--- src/rtl/fetch_pkg.sv ---
// fetch_pkg: shared definitions for the instruction fetch queue.
//   XLEN_DEF    - default address/instruction width
//   INSTR_BYTES - bytes per instruction; fetch PC advances by this amount
//   fq_entry_t  - layout of one queue entry {pc, instr} at the default width;
//                 the queue stores entries packed in this same order.
package fetch_pkg;

    localparam int XLEN_DEF    = 32;
    localparam int INSTR_BYTES = 4;

    typedef struct packed {
        logic [XLEN_DEF-1:0] pc;
        logic [XLEN_DEF-1:0] instr;
    } fq_entry_t;

endpackage

--- src/rtl/fetch_queue_if.sv ---
// fetch_queue_if: bundles the fetch queue's control, memory and decode-side
// signals.
//   control : redirect, redirect_pc, stall           (into the queue)
//   memory  : imem_req, imem_addr                    (out of the queue)
//             imem_ready, imem_rvalid, imem_rdata    (into the queue)
//   decode  : instr_valid, instr, instr_pc, pc_plus4 (out of the queue)
// The master modport is the fetch queue; slave is its environment.
interface fetch_queue_if
    import fetch_pkg::*;
#(
    parameter int XLEN = XLEN_DEF
) ();

    logic            redirect;
    logic [XLEN-1:0] redirect_pc;
    logic            stall;
    logic            imem_req;
    logic [XLEN-1:0] imem_addr;
    logic            imem_ready;
    logic            imem_rvalid;
    logic [XLEN-1:0] imem_rdata;
    logic            instr_valid;
    logic [XLEN-1:0] instr;
    logic [XLEN-1:0] instr_pc;
    logic [XLEN-1:0] pc_plus4;

    modport master (
        input  redirect, redirect_pc, stall,
        input  imem_ready, imem_rvalid, imem_rdata,
        output imem_req, imem_addr,
        output instr_valid, instr, instr_pc, pc_plus4
    );

    modport slave (
        output redirect, redirect_pc, stall,
        output imem_ready, imem_rvalid, imem_rdata,
        input  imem_req, imem_addr,
        input  instr_valid, instr, instr_pc, pc_plus4
    );

endinterface

--- src/rtl/fq_fifo.sv ---
// fq_fifo: synchronous FIFO with combinational read of the head entry.
//   CLK, reset : clock, synchronous active-high reset (pointers/count only)
//   flush      : empties the FIFO at the next edge, overrides push/pop
//   push/wdata : write an entry (ignored when full and not popping)
//   pop        : remove the head entry (ignored when empty)
//   rdata      : head entry (stale contents when empty)
//   count      : number of stored entries, 0..DEPTH
// DEPTH must be a power of two so the pointers wrap naturally.
module fq_fifo #(
    parameter int WIDTH = 32,
    parameter int DEPTH = 4
) (
    input  logic                   CLK,
    input  logic                   reset,
    input  logic                   flush,
    input  logic                   push,
    input  logic [WIDTH-1:0]       wdata,
    input  logic                   pop,
    output logic [WIDTH-1:0]       rdata,
    output logic [$clog2(DEPTH):0] count
);

    localparam int AW = $clog2(DEPTH);
    localparam int CW = AW + 1;
    localparam logic [CW-1:0] FULL_CNT = CW'(DEPTH);

    logic [WIDTH-1:0] mem_q [DEPTH];
    logic [AW-1:0]    wr_ptr_q, wr_ptr_d;
    logic [AW-1:0]    rd_ptr_q, rd_ptr_d;
    logic [CW-1:0]    count_q, count_d;
    logic             do_push, do_pop;

    assign do_pop  = pop && (count_q != '0);
    // A full FIFO can still accept a write when its head leaves the same cycle.
    assign do_push = push && ((count_q != FULL_CNT) || do_pop);

    always_comb begin
        wr_ptr_d = wr_ptr_q;
        rd_ptr_d = rd_ptr_q;
        count_d  = count_q;
        if (flush) begin
            wr_ptr_d = '0;
            rd_ptr_d = '0;
            count_d  = '0;
        end else begin
            if (do_push) wr_ptr_d = wr_ptr_q + AW'(1);
            if (do_pop)  rd_ptr_d = rd_ptr_q + AW'(1);
            case ({do_push, do_pop})
                2'b10:   count_d = count_q + CW'(1);
                2'b01:   count_d = count_q - CW'(1);
                default: count_d = count_q;
            endcase
        end
    end

    always_ff @(posedge CLK) begin
        if (reset) begin
            wr_ptr_q <= '0;
            rd_ptr_q <= '0;
            count_q  <= '0;
        end else begin
            wr_ptr_q <= wr_ptr_d;
            rd_ptr_q <= rd_ptr_d;
            count_q  <= count_d;
        end
    end

    // Storage carries no reset; validity is defined by the count alone.
    always_ff @(posedge CLK) begin
        if (do_push && !flush) mem_q[wr_ptr_q] <= wdata;
    end

    assign rdata = mem_q[rd_ptr_q];
    assign count = count_q;

endmodule

--- src/rtl/fetch_queue.sv ---
// fetch_queue: instruction fetch unit with a small decoupling queue.
//   CLK   : clock, all state updates on the rising edge
//   reset : synchronous, active-high
//   bus   : fetch_queue_if.master
//           - issues sequential fetches from fpc while queue + in-flight < DEPTH
//           - tags each in-order response with the PC of its request
//           - presents the head entry combinationally to decode
//           - redirect flushes the queue, reloads fpc and marks all still
//             outstanding responses for discard
module fetch_queue
    import fetch_pkg::*;
#(
    parameter int              XLEN     = XLEN_DEF,
    parameter int              DEPTH    = 4,
    parameter logic [XLEN-1:0] RESET_PC = '0
) (
    input logic           CLK,
    input logic           reset,
    fetch_queue_if.master bus
);

    localparam int CW = $clog2(DEPTH) + 1;
    localparam logic [CW:0] OCC_LIMIT = (CW+1)'(DEPTH);

    logic [XLEN-1:0] fpc_q, fpc_d;
    logic [CW-1:0]   discard_q, discard_d;

    logic [CW-1:0]   count;      // entries in the instruction queue
    logic [CW-1:0]   inflight;   // accepted requests awaiting a response
    logic [CW:0]     occupancy;
    logic [XLEN-1:0] rsp_pc;
    logic [2*XLEN-1:0] head;
    logic            req, accept, rsp, keep, pop, head_valid;

    // Every PC in flight holds a slot, so the queue can never overflow.
    assign occupancy = {1'b0, count} + {1'b0, inflight};
    assign req       = !reset && !bus.redirect && (occupancy < OCC_LIMIT);
    assign accept    = req && bus.imem_ready;
    // A response with nothing outstanding (e.g. after reset) is ignored.
    assign rsp       = bus.imem_rvalid && (inflight != '0);
    // Responses to requests issued before a redirect are dropped; a response
    // landing in the redirect cycle itself is dropped as well.
    assign keep      = rsp && (discard_q == '0) && !bus.redirect;
    assign head_valid = !reset && (count != '0);
    assign pop       = head_valid && !bus.stall && !bus.redirect;

    // In-flight PCs in request order; popped on every response, stale or not.
    fq_fifo #(
        .WIDTH (XLEN),
        .DEPTH (DEPTH)
    ) u_pc_fifo (
        .CLK   (CLK),
        .reset (reset),
        .flush (1'b0),
        .push  (accept),
        .wdata (fpc_q),
        .pop   (rsp),
        .rdata (rsp_pc),
        .count (inflight)
    );

    // Instruction queue: entries packed as {pc, instr}.
    fq_fifo #(
        .WIDTH (2*XLEN),
        .DEPTH (DEPTH)
    ) u_instr_fifo (
        .CLK   (CLK),
        .reset (reset),
        .flush (bus.redirect),
        .push  (keep),
        .wdata ({rsp_pc, bus.imem_rdata}),
        .pop   (pop),
        .rdata (head),
        .count (count)
    );

    always_comb begin
        fpc_d     = fpc_q;
        discard_d = discard_q;
        if (bus.redirect) begin
            fpc_d     = {bus.redirect_pc[XLEN-1:2], 2'b00};
            // Everything still outstanding after this cycle's response is stale.
            discard_d = inflight - CW'(rsp);
        end else begin
            if (accept) fpc_d = fpc_q + XLEN'(INSTR_BYTES);
            if (rsp && (discard_q != '0)) discard_d = discard_q - CW'(1);
        end
    end

    always_ff @(posedge CLK) begin
        if (reset) begin
            fpc_q     <= {RESET_PC[XLEN-1:2], 2'b00};
            discard_q <= '0;
        end else begin
            fpc_q     <= fpc_d;
            discard_q <= discard_d;
        end
    end

    assign bus.imem_req    = req;
    assign bus.imem_addr   = reset ? '0 : fpc_q;
    assign bus.instr_valid = head_valid;
    assign bus.instr_pc    = head_valid ? head[2*XLEN-1:XLEN] : '0;
    assign bus.instr       = head_valid ? head[XLEN-1:0] : '0;
    assign bus.pc_plus4    = head_valid ? head[2*XLEN-1:XLEN] + XLEN'(INSTR_BYTES) : '0;

endmodule
--- src/flat_wrapper.sv ---
// flat-port wrapper written by rule: the top's interface ports become plain ports
module fetch_queue_flat import fetch_pkg::*;
#(
    parameter int              XLEN     = XLEN_DEF,
    parameter int              DEPTH    = 4,
    parameter logic [XLEN-1:0] RESET_PC = '0
)
  (CLK, reset, bus_redirect, bus_redirect_pc, bus_stall, bus_imem_ready, bus_imem_rvalid, bus_imem_rdata, bus_imem_req, bus_imem_addr, bus_instr_valid, bus_instr, bus_instr_pc, bus_pc_plus4);
  fetch_queue_if #(.XLEN(XLEN)) bus_i ();
  input logic CLK;
  input logic reset;
  input wire logic [$bits(bus_i.redirect)-1:0] bus_redirect;
  input wire logic [$bits(bus_i.redirect_pc)-1:0] bus_redirect_pc;
  input wire logic [$bits(bus_i.stall)-1:0] bus_stall;
  input wire logic [$bits(bus_i.imem_ready)-1:0] bus_imem_ready;
  input wire logic [$bits(bus_i.imem_rvalid)-1:0] bus_imem_rvalid;
  input wire logic [$bits(bus_i.imem_rdata)-1:0] bus_imem_rdata;
  output wire logic [$bits(bus_i.imem_req)-1:0] bus_imem_req;
  output wire logic [$bits(bus_i.imem_addr)-1:0] bus_imem_addr;
  output wire logic [$bits(bus_i.instr_valid)-1:0] bus_instr_valid;
  output wire logic [$bits(bus_i.instr)-1:0] bus_instr;
  output wire logic [$bits(bus_i.instr_pc)-1:0] bus_instr_pc;
  output wire logic [$bits(bus_i.pc_plus4)-1:0] bus_pc_plus4;
  assign bus_i.redirect = bus_redirect;
  assign bus_i.redirect_pc = bus_redirect_pc;
  assign bus_i.stall = bus_stall;
  assign bus_i.imem_ready = bus_imem_ready;
  assign bus_i.imem_rvalid = bus_imem_rvalid;
  assign bus_i.imem_rdata = bus_imem_rdata;
  assign bus_imem_req = bus_i.imem_req;
  assign bus_imem_addr = bus_i.imem_addr;
  assign bus_instr_valid = bus_i.instr_valid;
  assign bus_instr = bus_i.instr;
  assign bus_instr_pc = bus_i.instr_pc;
  assign bus_pc_plus4 = bus_i.pc_plus4;
  fetch_queue #(.XLEN(XLEN), .DEPTH(DEPTH), .RESET_PC(RESET_PC)) u_core (.CLK(CLK), .reset(reset), .bus(bus_i));
endmodule
--- config.mk ---
export PLATFORM = sky130hd
export DESIGN_NAME = fetch_queue_flat
export DESIGN_NICKNAME = d
export VERILOG_FILES = /design/src/rtl/fetch_pkg.sv /design/src/rtl/fetch_queue_if.sv /design/src/rtl/fq_fifo.sv /design/src/rtl/fetch_queue.sv /design/src/flat_wrapper.sv
export SDC_FILE = /design/constraint.sdc
export NUM_CORES = 1
export LEC_CHECK = 0
export BUFFER_PORTS_ARGS = -buffer_cell sky130_fd_sc_hd__buf_2
export CAP_MARGIN = 10
export CORE_UTILIZATION = 60
export CTS_CLUSTER_DIAMETER = 150
export DETAILED_ROUTE_END_ITERATION = 6
export PLACE_DENSITY = 0.79
export SLEW_MARGIN = 20
export SYNTH_ARGS = -nofsm -noshare
export SYNTH_HDL_FRONTEND = slang
export SYNTH_SLANG_ARGS = --single-unit
--- constraint.sdc ---
create_clock -name CLK -period 6.1 [get_ports CLK]
set_clock_uncertainty 0.1 [all_clocks]
set_input_delay 0.61 -clock CLK [delete_from_list [all_inputs] [get_ports CLK]]
set_output_delay 0.61 -clock CLK [all_outputs]
set_load 0.02 [all_outputs]
### Yosys cells after proc, flatten, opt, wreduce, memory -nomap -nowiden

Memory sizes are Yosys's and may differ from the RTL's. A register that Yosys moved wholly into a read port is not among the register bits.
Index checks and enable logic that the tools add are counted.

| operators by class | value |
|---|---|
| $add $sub $neg | 13 |
| magnitude comparators | 1 |
| eq/ne operators | 6 |
| mux-type cells | 18 |
| reduce and logical (&&, ||, !) cells | 29 |

Operators with widths:

| operator | count |
|---|---|
| $mux W32 | 6 |
| $add A32 B3 Y32 const B | 2 |
| $logic_and A1 B1 Y1 | 15 |
| $pmux W3 S2 | 2 |
| $reduce_bool A3 Y1 | 3 |
| $sub A3 B1 Y3 const B | 3 |
| $add A2 B1 Y2 const B | 4 |
| $mux W2 | 4 |
| $reduce_bool A2 Y1 | 4 |
| $add A3 B1 Y3 const B | 2 |
| $mux W3 | 2 |
| $ne A3 B3 Y1 const B | 2 |
| $add A3 B3 Y4 | 1 |
| $eq A2 B1 Y1 const B | 2 |
| $eq A2 B2 Y1 const B | 2 |
| $lt A4 B3 Y1 const B | 1 |
| $mux W1 | 4 |
| $logic_not A1 Y1 | 3 |
| $logic_not A3 Y1 | 1 |
| $sub A3 B1 Y3 | 1 |
| $logic_or A1 B1 Y1 | 2 |
| $reduce_or A2 Y1 | 1 |

| word-level totals | value |
|---|---|
| register bits after elaboration | 49 |
| bits in writable memories | 384 |
| bits of input ports | 70 |
| output and inout bits | 130 |
| memories kept | 2 |

Memory list:

| name | words | bits a word | read ports | clocked after Yosys merged registers in | write ports | RTL line | RTL |
|---|---|---|---|---|---|---|---|
| u_core.u_instr_fifo.mem_q | 4 | 64 | 1 | 1 | 1 | fq_fifo.sv:27 | `logic [WIDTH-1:0] mem_q [DEPTH];` |
| u_core.u_pc_fifo.mem_q | 4 | 32 | 1 | 1 | 1 | fq_fifo.sv:27 |  |

### Depth between registers and ports, before layout

| depth | value |
|---|---|
| depth after elaboration | 10 |
| gate-level depth with buffers | 11 |
| depth with buffers taken out | 11 |

### Cells and area by module

From an unflattened synthesis, not the netlist that was laid out.

| second synthesis, totals | value |
|---|---|
| cell total of the unflattened synthesis | 1126 |
| area total of the unflattened synthesis | 18505.2 um2 |

Modules (own cells, without submodules):

| module | times used | cells an instance | area an instance (um2) | sequential area each (um2) |
|---|---|---|---|---|
| fq_fifo (u_core.u_instr_fifo) | 1 | 400 | 9829.4 | 7867.5 |
| fq_fifo (u_core.u_pc_fifo) | 1 | 232 | 5191.2 | 4023.9 |
| fetch_queue | 1 | 494 | 3484.6 | 660.6 |

### Worst setup path before layout

Ideal clock, no wire load.

| path | value |
|---|---|
| path type | input-to-reg |
| start | input port bus_redirect |
| end | memory u_core.u_instr_fifo.mem_q[0][0] (netlist bit), enable pin |
| setup time | 0.426 ns |
| arrival | 3.248 ns |
| required time | 5.574 ns |
| setup slack | 2.326 ns |
| cell stages on the path | 4 |
| path buffers | 1 |
| path through | clkbuf_1 or3b_2 a311oi_2 and2_1 |

| on the way | value |
|---|---|
| longest elaborated chain between the ends | 8 |
| elaborated cells between the ends (all ways) | 9 |
| those cells by class | mux: 2; reduce/logical: 7 |

Ends and longest elaborated chain:

| what | RTL line | RTL |
|---|---|---|
| start: declaration | flat_wrapper.sv:12 | `input wire logic [$bits(bus_i.redirect)-1:0] bus_redirect;` |
| $logic_not A1 Y1 (*) | fq_fifo.sv:70, fetch_queue.sv:43, fetch_queue.sv:45 |  |
| $logic_and A1 B1 Y1 | fetch_queue.sv:45 | `assign pop = head_valid && !bus.stall && !bus.redirect;` |
| $logic_and A1 B1 Y1 | fq_fifo.sv:33 | `assign do_pop = pop && (count_q != '0);` |
| $logic_or A1 B1 Y1 | fq_fifo.sv:35 | `assign do_push = push && ((count_q != FULL_CNT) \|\| do_pop);` |
| $logic_and A1 B1 Y1 | fq_fifo.sv:35 |  |
| $logic_and A1 B1 Y1 (*) | fq_fifo.sv:70 | `if (do_push && !flush) mem_q[wr_ptr_q] <= wdata;` |
| $mux W1 (*) | fq_fifo.sv:70 |  |
| $mux W1 (implied by the code) (*) | fq_fifo.sv:70 |  |
| end: declaration | fq_fifo.sv:27 |  |

Mark *: on every way between the ends. The rest lies on a longest branch, timed or not.

==> metrics <==
# Post-CTS Setup Buffers=0; Initial DRC Count=around 1000; Worst EP required=5.39 ns; CTS buffer count=between 40 and 50; post-placement cell count=~1600; post-synthesis mux area share=about an eighth; I/O pins=200; Synth Cell Area=approximately 0.018 sq mm; largest family of logic cells by synthesized area=multiplexers; CTS root buf=clkbuf_16; top_reg_cell synth=edfxtp_1; internal power=between 4000 and 5000 uW; Synth area leader=edfxtp_1; outcome=complete, no violations; final wirelength=between 30 and 40 mm; layout cell share with drive strength beyond 1=29.3%; Yosys Warn Count=0; Sw Ratio=21.6%; fmax=around 220 MHz; final hold slack=between 0.2 and 0.25 ns; Reg power frac=approximately 55%; critical path capture point type=output port; Clk network pwr share=39.6%; Die Area=approximately 0.030 sq mm; Tot GR Track Use=24.7%; fillers=about 1800; # DRC=0; largest net degree at the start of global routing=65; CTS HTree Levels=2; post-route setup TNS=0 ns; area share of and/or/nand/nor cells after synthesis=roughly a tenth; worst-skew pair later-pin latency=roughly 0.52 ns; RSZ-0062 raised after global routing=false; Antenna Cells=0; Core Rows=62; GRT overflow=0; commonest non-fill, non-tap cell in the layout=edfxtp_1; post-synth top area share=between 60 and 70%; Synth Area per Inst=around 16 sq um; Sink Count=roughly 420; Vias=roughly 10000; Hold Buf Count CTS=0; ranking of synthesized cells by area=edfxtp_1 (62%), mux4_2 (11%), dfxtp_1 (5.8%), and2_1 (2.4%), nor2_1 (1.4%); sequential share of the synthesized area=about 70%; headroom to the max-slew limit=~32%; leakage=roughly 0.0070 uW; chip height=approximately 170 um; Synth Area in Compound Gates=between 3 and 4%; post-DP HPWL=between 20 and 25 mm; post_cts resized=0; Post-Synth Adder-Cell Area=between 1 and 1.5%; Layout area overhead=14.2%; crit path DAT=3.88 ns; worst-path fanout max=33; xor and xnor fraction of the mapped netlist area=1.24%; core area=roughly 0.029 sq mm; vias in the first global route=between 10000 and 15000; layout net count=about 1400; final worst-path cycle share=~75%; CP Launch Type=flip-flop; CTS max path bufs=3; most frequent cells in the layout=edfxtp_1 (368), buf_2 (191), mux4_2 (85); Synth Register Bits=419; Post-synth EDFFs=approximately 370; Post-synth ARST share=0%; GPL Wtd Cong=0.824; first-pass GRT wire length=~57 mm; worst slew pin tran=a little over 1 ns; initial antenna violation count=0; non-filler instance count after layout=1700; Final Hold Viols=0; Synth cell types=67; P_sw=1290 uW; Port Buffer Count=between 150 and 200; Pins Over Slew Limit=0; Starting Density=around 60%; TritonCTS clock tree=yes; DR pass1 iterations=5; VDD IR max=about 0.17 mV; Final ANT Viol Nets=0; PD cells=slightly below 300 mW/mm^2; Final setup viols=0; Final min period=~4.6 ns; CTS clk-pin slew, worst paths=approximately 0.06 ns; Synth Instances=about 1100; critical path class=reg2out; Min-Delay Path Class=in2reg; routed len/inst=21.6 um; chip width=174 um; # Max-Cap Violations=0; vias per cell=between 6 and 7; Comb pwr share=5.7%
-- routing by layer --
metal | global-route usage, % | vias to the layer above | wire (um)
li1 | - | 4626 | -
met5 | 0 | - | 0
met3 | 3.49 | 49 | 2850
met1 | 36.8 | 5237 | 15600
met2 | 39.7 | 514 | 17800
met4 | 4.86 | 0 | 469
-- synth_stat cells, types with 4 or more instances --
cell type,count
or4_1,4
and3_1,8
o21ai_0,28
nand4_1,18
mux2i_1,4
mux2_2,9
a211oi_1,7
ha_1,16
xnor2_1,15
buf_4,9
buf_2,9
mux4_1,6
nor2b_1,26
clkbuf_1,34
nand2_1,48
o211ai_1,4
nand3_1,17
buf_6,4
or2_2,4
a32oi_1,4
dfxtp_1,51
nor4_1,5
a21oi_1,36
a31oi_1,14
buf_1,4
or3_1,12
nor2_1,67
and2_1,69
and4_1,6
mux4_2,85
nor3_1,21
edfxtp_1,368
xor2_1,10
inv_1,24
-- final timing paths --
kind	start	to	slack [ns]	cells past startpoint
setup / recovery	flip-flop	bus_pc_plus4[31]	1.51	7
hold / removal	bus_imem_rdata[30]	u_core.u_instr_fifo.mem_q[0][30]	0.20	1
setup reg to reg	u_core.u_pc_fifo.count[2]	u_core.u_pc_fifo.mem_q[2][3]	2.13	5
hold reg to reg	u_core.u_pc_fifo.wr_ptr_q[1]	u_core.u_pc_fifo.wr_ptr_q[1]	0.42	2
-- layout make-up --
| cell class | count | area [sq um] | share of cell area [%] |
|---|---|---|---|
| sequential | 419 | 12100 | 59.8 |
| multi-input combinational | 591 | 5230 | 25.9 |
| clock buffer | 57 | 1130 | 5.59 |
| timing repair buffer | 204 | 1050 | 5.22 |
| tap | 384 | 480 | 2.38 |
| clock inverter | 19 | 126 | 0.626 |
| inverter | 26 | 97.6 | 0.483 |
-- per-stage QoR --
| step | power [uW] | setup slack [ns] | util, % | area (sq um) |
|---|---|---|---|---|
| 2_1_floorplan | 3530 | 2.33 | - | 17700 |
| 4_1_cts | 6010 | 1.48 | 70.0 | 20200 |
| 5_1_grt | 6150 | 1.31 | 70.0 | 20200 |
| 3_5_place_dp | 3660 | 1.93 | 65.6 | 18900 |
| 3_3_place_gp | 3640 | 2.03 | 65.6 | 18900 |
| 6_report | 5970 | 1.51 | 70.0 | 20200 |
-- flip-flops by register name (all words and copies together), names as in the netlist, named ones only --
| register | count |
|---|---|
| u_core.u_instr_fifo.mem_q | 248 |
| u_core.u_pc_fifo.mem_q | 120 |
| u_core.fpc_q | 30 |
| u_core.discard_q | 3 |
| u_core.u_instr_fifo.count | 3 |
| u_core.u_pc_fifo.count | 3 |
| u_core.u_instr_fifo.rd_ptr_q | 2 |
| u_core.u_instr_fifo.wr_ptr_q | 2 |
| u_core.u_pc_fifo.rd_ptr_q | 2 |
| u_core.u_pc_fifo.wr_ptr_q | 2 |
-- cell families (layout without fill, tap and decap cells) --
| logic type | after synthesis | after routing |
|---|---|---|
| flops | 419 | 419 |
| mux | 106 | 106 |
| xor+xnor | 25 | 25 |
| compound gates | 108 | 108 |
| simple gates | 328 | 328 |
| fa+ha+maj | 18 | 18 |
| other cells | 1 | 6 |
| buf+inv | 88 | 306 |
-- worst max-delay path, stage by stage (launching register included) --
cell	delay, ns
dfxtp_2	0.96
buf_4	0.54
mux4_1	0.36
and4_1	0.33
nand2_1	0.22
nor4_1	0.39
mux2_2	0.37
buf_2	0.17
-- power by group through the flow --
stage / combinational (uW) / sequential [uW] / clock [uW]
after global placement: 321 / 3320 / 0
final: 339 / 3260 / 2360
after global routing: 368 / 3270 / 2520
after detailed placement: 335 / 3320 / 0
after floorplan: 249 / 3280 / 0
after CTS: 339 / 3260 / 2410
(Power assumes the default switching activity.)
